File: src/rtl/m_ext_unit_if.sv
// Request/response bundle for the M-extension multiply/divide unit.
// master drives the request side, slave is the arithmetic unit.
interface m_ext_unit_if #(parameter int WIDTH = 32);
  logic             ip_start;
  logic             ip_kill;
  logic [2:0]       ip_funct_3;
  logic [WIDTH-1:0] ip_operand_a;
  logic [WIDTH-1:0] ip_operand_b;
  logic             op_busy;
  logic             op_done;
  logic [WIDTH-1:0] op_result;

  modport master (
    output ip_start, ip_kill, ip_funct_3, ip_operand_a, ip_operand_b,
    input  op_busy, op_done, op_result
  );

  modport slave (
    input  ip_start, ip_kill, ip_funct_3, ip_operand_a, ip_operand_b,
    output op_busy, op_done, op_result
  );
endinterface

File: src/rtl/m_ext_unit.sv
// Iterative RV32M multiply/divide: radix-2, op_done 32 cycles after start (2 for div-by-zero/overflow).
// No backpressure: start is taken only in IDLE and ignored while busy; kill aborts an iteration in flight.
module m_ext_unit #(
  parameter int WIDTH = 32
) (
  input logic        ip_clk,
  input logic        ip_rst_n,
  m_ext_unit_if.slave bus
);
  localparam int CW = $clog2(WIDTH);

  typedef enum logic [1:0] {S_IDLE, S_MUL, S_DIV, S_DONE} state_t;

  state_t           state;
  logic [CW-1:0]    cnt;
  logic [2:0]       funct_q;
  logic             neg_q, rneg_q, fast_q, busy_q, done_q;
  logic [WIDTH-1:0] hi_q, lo_q, op_q, fast_res_q, result_q;

  logic [2:0]       f;
  logic [WIDTH-1:0] a, b, mag_a, mag_b, fast_val;
  logic             a_sgn, b_sgn, neg_a, neg_b, is_div, div_zero, div_ovf;

  assign f = bus.ip_funct_3;
  assign a = bus.ip_operand_a;
  assign b = bus.ip_operand_b;

  always_comb begin
    a_sgn    = (f == 3'b001) || (f == 3'b010) || (f == 3'b100) || (f == 3'b110);
    b_sgn    = (f == 3'b001) || (f == 3'b100) || (f == 3'b110);
    neg_a    = a_sgn & a[WIDTH-1];
    neg_b    = b_sgn & b[WIDTH-1];
    mag_a    = neg_a ? -a : a;
    mag_b    = neg_b ? -b : b;
    is_div   = f[2];
    div_zero = is_div && (b == '0);
    div_ovf  = is_div && !f[0] && (a == {1'b1, {(WIDTH-1){1'b0}}}) && (b == '1);
    fast_val = '0;
    if (div_zero)
      fast_val = f[1] ? a : '1;
    else if (div_ovf)
      fast_val = f[1] ? '0 : a;
  end

  // One radix-2 step. The first step runs on the start edge straight from the
  // operand magnitudes, so the 32nd lands on the edge that enters DONE.
  logic [WIDTH-1:0] s_hi, s_lo, s_op, n_hi, n_lo;
  logic             s_div;
  logic [WIDTH:0]   mul_sum, div_sh, div_diff;

  always_comb begin
    s_hi  = '0;
    s_lo  = is_div ? mag_a : mag_b;
    s_op  = is_div ? mag_b : mag_a;
    s_div = is_div;
    if (state != S_IDLE) begin
      s_hi  = hi_q;
      s_lo  = lo_q;
      s_op  = op_q;
      s_div = (state == S_DIV);
    end
    mul_sum  = {1'b0, s_hi} + {1'b0, (s_lo[0] ? s_op : {WIDTH{1'b0}})};
    div_sh   = {s_hi, s_lo[WIDTH-1]};
    div_diff = div_sh - {1'b0, s_op};
    n_hi     = mul_sum[WIDTH:1];
    n_lo     = {mul_sum[0], s_lo[WIDTH-1:1]};
    if (s_div) begin
      if (!div_diff[WIDTH]) begin
        n_hi = div_diff[WIDTH-1:0];
        n_lo = {s_lo[WIDTH-2:0], 1'b1};
      end else begin
        n_hi = div_sh[WIDTH-1:0];
        n_lo = {s_lo[WIDTH-2:0], 1'b0};
      end
    end
  end

  logic [2*WIDTH-1:0] prod;
  logic [WIDTH-1:0]   quo, rem, fin;

  always_comb begin
    prod = {n_hi, n_lo};
    if (neg_q)
      prod = -prod;
    quo = neg_q ? -n_lo : n_lo;
    rem = rneg_q ? -n_hi : n_hi;
    case (funct_q)
      3'b000:                 fin = prod[WIDTH-1:0];
      3'b001, 3'b010, 3'b011: fin = prod[2*WIDTH-1:WIDTH];
      3'b100, 3'b101:         fin = quo;
      default:                fin = rem;
    endcase
  end

  always_ff @(posedge ip_clk or negedge ip_rst_n) begin
    if (!ip_rst_n) begin
      state      <= S_IDLE;
      cnt        <= '0;
      funct_q    <= '0;
      neg_q      <= 1'b0;
      rneg_q     <= 1'b0;
      fast_q     <= 1'b0;
      busy_q     <= 1'b0;
      done_q     <= 1'b0;
      hi_q       <= '0;
      lo_q       <= '0;
      op_q       <= '0;
      fast_res_q <= '0;
      result_q   <= '0;
    end else begin
      done_q <= 1'b0;
      case (state)
        S_IDLE: begin
          if (bus.ip_start && !bus.ip_kill) begin
            state      <= is_div ? S_DIV : S_MUL;
            busy_q     <= 1'b1;
            cnt        <= '0;
            funct_q    <= f;
            neg_q      <= neg_a ^ neg_b;
            rneg_q     <= neg_a;
            fast_q     <= div_zero || div_ovf;
            fast_res_q <= fast_val;
            hi_q       <= n_hi;
            lo_q       <= n_lo;
            op_q       <= s_op;
          end
        end
        S_MUL, S_DIV: begin
          if (bus.ip_kill) begin
            state  <= S_IDLE;
            busy_q <= 1'b0;
          end else if (fast_q) begin
            state    <= S_DONE;
            done_q   <= 1'b1;
            result_q <= fast_res_q;
          end else begin
            hi_q <= n_hi;
            lo_q <= n_lo;
            cnt  <= cnt + 1'b1;
            if (cnt == CW'(WIDTH-2)) begin
              state    <= S_DONE;
              done_q   <= 1'b1;
              result_q <= fin;
            end
          end
        end
        default: begin
          state  <= S_IDLE;
          busy_q <= 1'b0;
        end
      endcase
    end
  end

  assign bus.op_busy   = busy_q;
  assign bus.op_done   = done_q;
  assign bus.op_result = result_q;
endmodule

File: src/flat_wrapper.sv
// flat-port wrapper written by rule: the top's interface ports become plain ports
module m_ext_unit_flat 
#(
  parameter int WIDTH = 32
)
  (ip_clk, ip_rst_n, bus_ip_start, bus_ip_kill, bus_ip_funct_3, bus_ip_operand_a, bus_ip_operand_b, bus_op_busy, bus_op_done, bus_op_result);
  m_ext_unit_if #(.WIDTH(WIDTH)) bus_i ();
  input logic ip_clk;
  input logic ip_rst_n;
  input wire logic [$bits(bus_i.ip_start)-1:0] bus_ip_start;
  input wire logic [$bits(bus_i.ip_kill)-1:0] bus_ip_kill;
  input wire logic [$bits(bus_i.ip_funct_3)-1:0] bus_ip_funct_3;
  input wire logic [$bits(bus_i.ip_operand_a)-1:0] bus_ip_operand_a;
  input wire logic [$bits(bus_i.ip_operand_b)-1:0] bus_ip_operand_b;
  output wire logic [$bits(bus_i.op_busy)-1:0] bus_op_busy;
  output wire logic [$bits(bus_i.op_done)-1:0] bus_op_done;
  output wire logic [$bits(bus_i.op_result)-1:0] bus_op_result;
  assign bus_i.ip_start = bus_ip_start;
  assign bus_i.ip_kill = bus_ip_kill;
  assign bus_i.ip_funct_3 = bus_ip_funct_3;
  assign bus_i.ip_operand_a = bus_ip_operand_a;
  assign bus_i.ip_operand_b = bus_ip_operand_b;
  assign bus_op_busy = bus_i.op_busy;
  assign bus_op_done = bus_i.op_done;
  assign bus_op_result = bus_i.op_result;
  m_ext_unit #(.WIDTH(WIDTH)) u_core (.ip_clk(ip_clk), .ip_rst_n(ip_rst_n), .bus(bus_i));
endmodule
File: config.mk
export PLATFORM = sky130hd
export DESIGN_NAME = m_ext_unit_flat
export DESIGN_NICKNAME = d
export VERILOG_FILES = /design/src/rtl/m_ext_unit_if.sv /design/src/rtl/m_ext_unit.sv /design/src/flat_wrapper.sv
export SDC_FILE = /design/constraint.sdc
export NUM_CORES = 1
export LEC_CHECK = 0
export BUFFER_PORTS_ARGS = -buffer_cell sky130_fd_sc_hd__buf_4
export CAP_MARGIN = 10
export CORE_MARGIN = 2
export CORE_UTILIZATION = 32
export DETAILED_ROUTE_END_ITERATION = 8
export PLACE_DENSITY = 0.47
export SLEW_MARGIN = 40
export SYNTH_ARGS = -nofsm -noshare
export SYNTH_HDL_FRONTEND = slang
export SYNTH_SLANG_ARGS = --single-unit
File: constraint.sdc
create_clock -name ip_clk -period 13.8 [get_ports ip_clk]
set_input_delay 0.69 -clock ip_clk [delete_from_list [all_inputs] [get_ports ip_clk]]
set_output_delay 0.69 -clock ip_clk [all_outputs]
set_load 0.02 [all_outputs]
==> qor.yml <==
status: "finished, final reports clean"
synth_most_common_cell: "nand2_1"
synth_area_um2: 18000
r2r_slack_ps: 4730
ioPinCount: 105
antenna_found_initial: 5
post_drt_wl_per_cell_um: 27.3
grt_pass1_vias: 18043
synth_flop_cell: "dfrtp_1"
die_w_um: 241
first_iter_violations: 2004
dr.pass1.iters: 6
rows: 86
grt_setup_unrepaired: "false"
antenna_left: 0
drc_errors: 0
cellLeakagePower_nw: 8.30
dieArea_um2: 58200
synth_top_area_cell: "dfrtp_1"
drv_slew: 0
hold_ws_ps: 156
ys_ff_latch: 175
synth_cells: 2358
drv_cap: 0
crit_fanout: 61
crit_path_start_kind: "input port"
num_vias: 19010
layout-drive-gt1-share: 0.126
post_cts_buffers: 0
cts_tree: "yes"
critPathKind: "input port to register"
synth.area.top_cells: "dfrtp_1, o21ai_0, xnor2_1, nand2_1, ha_1"
cts_made_buffers: 17
synth_adder_area_share: 0.0529
syn_to_final_growth_pct: 12.0
grtUsageMet1: 0.414
clockRootBuffer: "clkbuf_16"
synth.avg_cell_area_um2: 7.64
fillers: 5843
final_nets: 2520
insertion_delay_ps: 500
clock-sinks: 175
core-area_um2: 55400
hold_buffers: 0
max-clock-path-buffers: 2
crit_path_max_incr_delay_ps: 730
grt-ovfl-total: 0
critPathRequiredTime_ps: 14190
grt_pass1_wl_um: 125000
syn_nets: 2504
synth_top_family_by_area: "compound AO/OA/AOI/OAI gates"
crit_path_top_delay_cell: "and3_1"
grt_max_degree: 95
yosysWarnings: 0
wl_um: 85700
timing.fmax_mhz: 103
clk_pin_slew_ps: 80
gp_congestion: 0.948
synthSimpleGateAreaFrac: 0.245
start_util: 0.325
cellPowerDensity_nw_per_um2: 283
fin_crit_sh: 0.706
hold_viol: 0
fin_worst_skew_ps: 11.9
seq_area_frac_synth: 0.243
synth-xor-area-share: 0.0817
synth_mux_area_frac: 0.0649
synth_compound_area_frac: 0.268
relSlewSlack: 0.363
crit_arrival_ps: 10130
max-vdd-ir-drop_mv: 0.121
port_buffers: 104
viasPerCell: 6.06
cts.repair.resized: 0
dp_hpwl_um: 66600
post_dp_cell_area_um2: 19600
fin_setup_tns_ps: 0
cp-end-kind: "register"
worstMarginPinSlew_ps: 929
synthTopCellsByCount: "nand2_1, nor2_1, o21ai_0"
synth-async-reset-ratio: 1.00
grt.met2_usage: 0.441
track_usage: 0.296
hold_path_class: "input port to async pin"
synth_edf_count: 0
synth.distinct_cells: 95
final.min_clock_period_ps: 9740
gr-usage-met3: 0.0515
die_height_um: 241
htreeDepth: 4
setup-violations-final: 0
fin_area_um2: 20200
yosys.area.top_type_share: 0.243
grt.busiest_layer: "met2"
==> where the power goes <==
part	switching (mW)	leakage, nW	internal, mW
sequential	0.153	2.25	0.701
combinational	2.89	5.76	1.43
clock	0.259	0.289	0.276
==> metrics by stage <==
stage / power (mW) / std cells / setup slack, ps / utilization
2_1_floorplan: 3.52 / 2358 / 5920 / -
3_3_place_gp: 5.07 / 3101 / 3950 / 0.352
3_5_place_dp: 5.07 / 3103 / 3870 / 0.353
4_1_cts: 5.63 / 3135 / 4370 / 0.364
5_1_grt: 6.07 / 3135 / 3450 / 0.364
6_report: 5.71 / 3136 / 4060 / 0.364
==> critical path, delay by kind of cell <==
kind                     cells  cell delay (ps)
AND/OR/NAND/NOR             12             3870
AO/OA/AOI/OAI               10             3470
adder cells (fa/ha/maj)      2              720
buffers and inverters        3              590
XOR/XNOR                     2              570
multiplexers                 1              190
==> logic make-up (layout without fill, tap and decap cells) <==
| logic type | Yosys count | in the layout |
|---|---|---|
| multiplexers | 110 | 110 |
| buffers and inverters | 207 | 236 |
| XOR/XNOR | 168 | 168 |
| other | 0 | 1 |
| flip-flops | 175 | 175 |
| AO/OA/AOI/OAI | 736 | 736 |
| AND/OR/NAND/NOR | 887 | 887 |
| adder cells (fa/ha/maj) | 75 | 75 |
==> worst paths after layout <==
check | endpoint | cells after the start | start
worst max-delay path | u_core.bus.op_result[18] | 30 | bus_ip_funct_3[2]
worst min register to register | u_core.op_q[27] | 2 | u_core.op_q[27]
max in group asynchronous | u_core.fast_res_q[5] | 3 | ip_rst_n
min in group ip_clk | u_core.op_q[27] | 2 | u_core.op_q[27]
worst min-delay path | u_core.hi_q[19] | 1 | ip_rst_n
worst max register to register | u_core.bus.op_result[18] | 28 | u_core.state[0]
==> layout by cell type (no fill, tap or decap), types with 14 or more instances in the layout <==
cell type / instances
nand2b_1: 30
xnor2_1: 119
a221oi_1: 28
mux2_2: 54
or3_1: 44
a211oi_1: 18
dfrtp_1: 175
nor3_1: 40
o31ai_1: 25
o21ai_0: 219
clkbuf_16: 17
mux2i_1: 55
buf_4: 149
nor2_1: 235
a22oi_1: 14
a21o_1: 31
o211ai_1: 24
nand2_1: 249
ha_1: 71
a21boi_0: 14
nor4_1: 27
a31oi_1: 43
o21a_1: 20
nand4_1: 29
nor2b_1: 52
inv_1: 51
a21oi_1: 144
and3_1: 23
nand3_1: 63
xor2_1: 49
==> registers in the layout (all words and copies together) (netlist names) <==
| register | cells |
|---|---|
| u_core.bus.op_busy | 1 |
| u_core.cnt | 5 |
| u_core.op_q | 32 |
| u_core.funct_q | 3 |
| u_core.fast_res_q | 32 |
| u_core.lo_q | 32 |
| u_core.rneg_q | 1 |
| u_core.hi_q | 32 |
| u_core.neg_q | 1 |
| u_core.bus.op_done | 1 |
| u_core.bus.op_result | 32 |
| u_core.fast_q | 1 |
| u_core.state | 2 |
==> layout make-up <==
cell class                 instances  area, um2  share of cell area
multi-input combinational       1976      12900               0.640
inverter                          51        191             0.00948
antenna                            1       2.50            0.000124
timing repair buffer             153       1170              0.0578
tap                              748        936              0.0464
sequential                       175       4380               0.217
clock inverter                    13        151             0.00750
clock buffer                      19        443              0.0219
==> per-layer routing <==
metal  share of wire  routed length (um)
met1            0.45               38800
met2            0.43               36800
met3           0.069                5880
met4           0.049                4210
met5         0.00068                  58
Power figures use the tool's default switching activity.
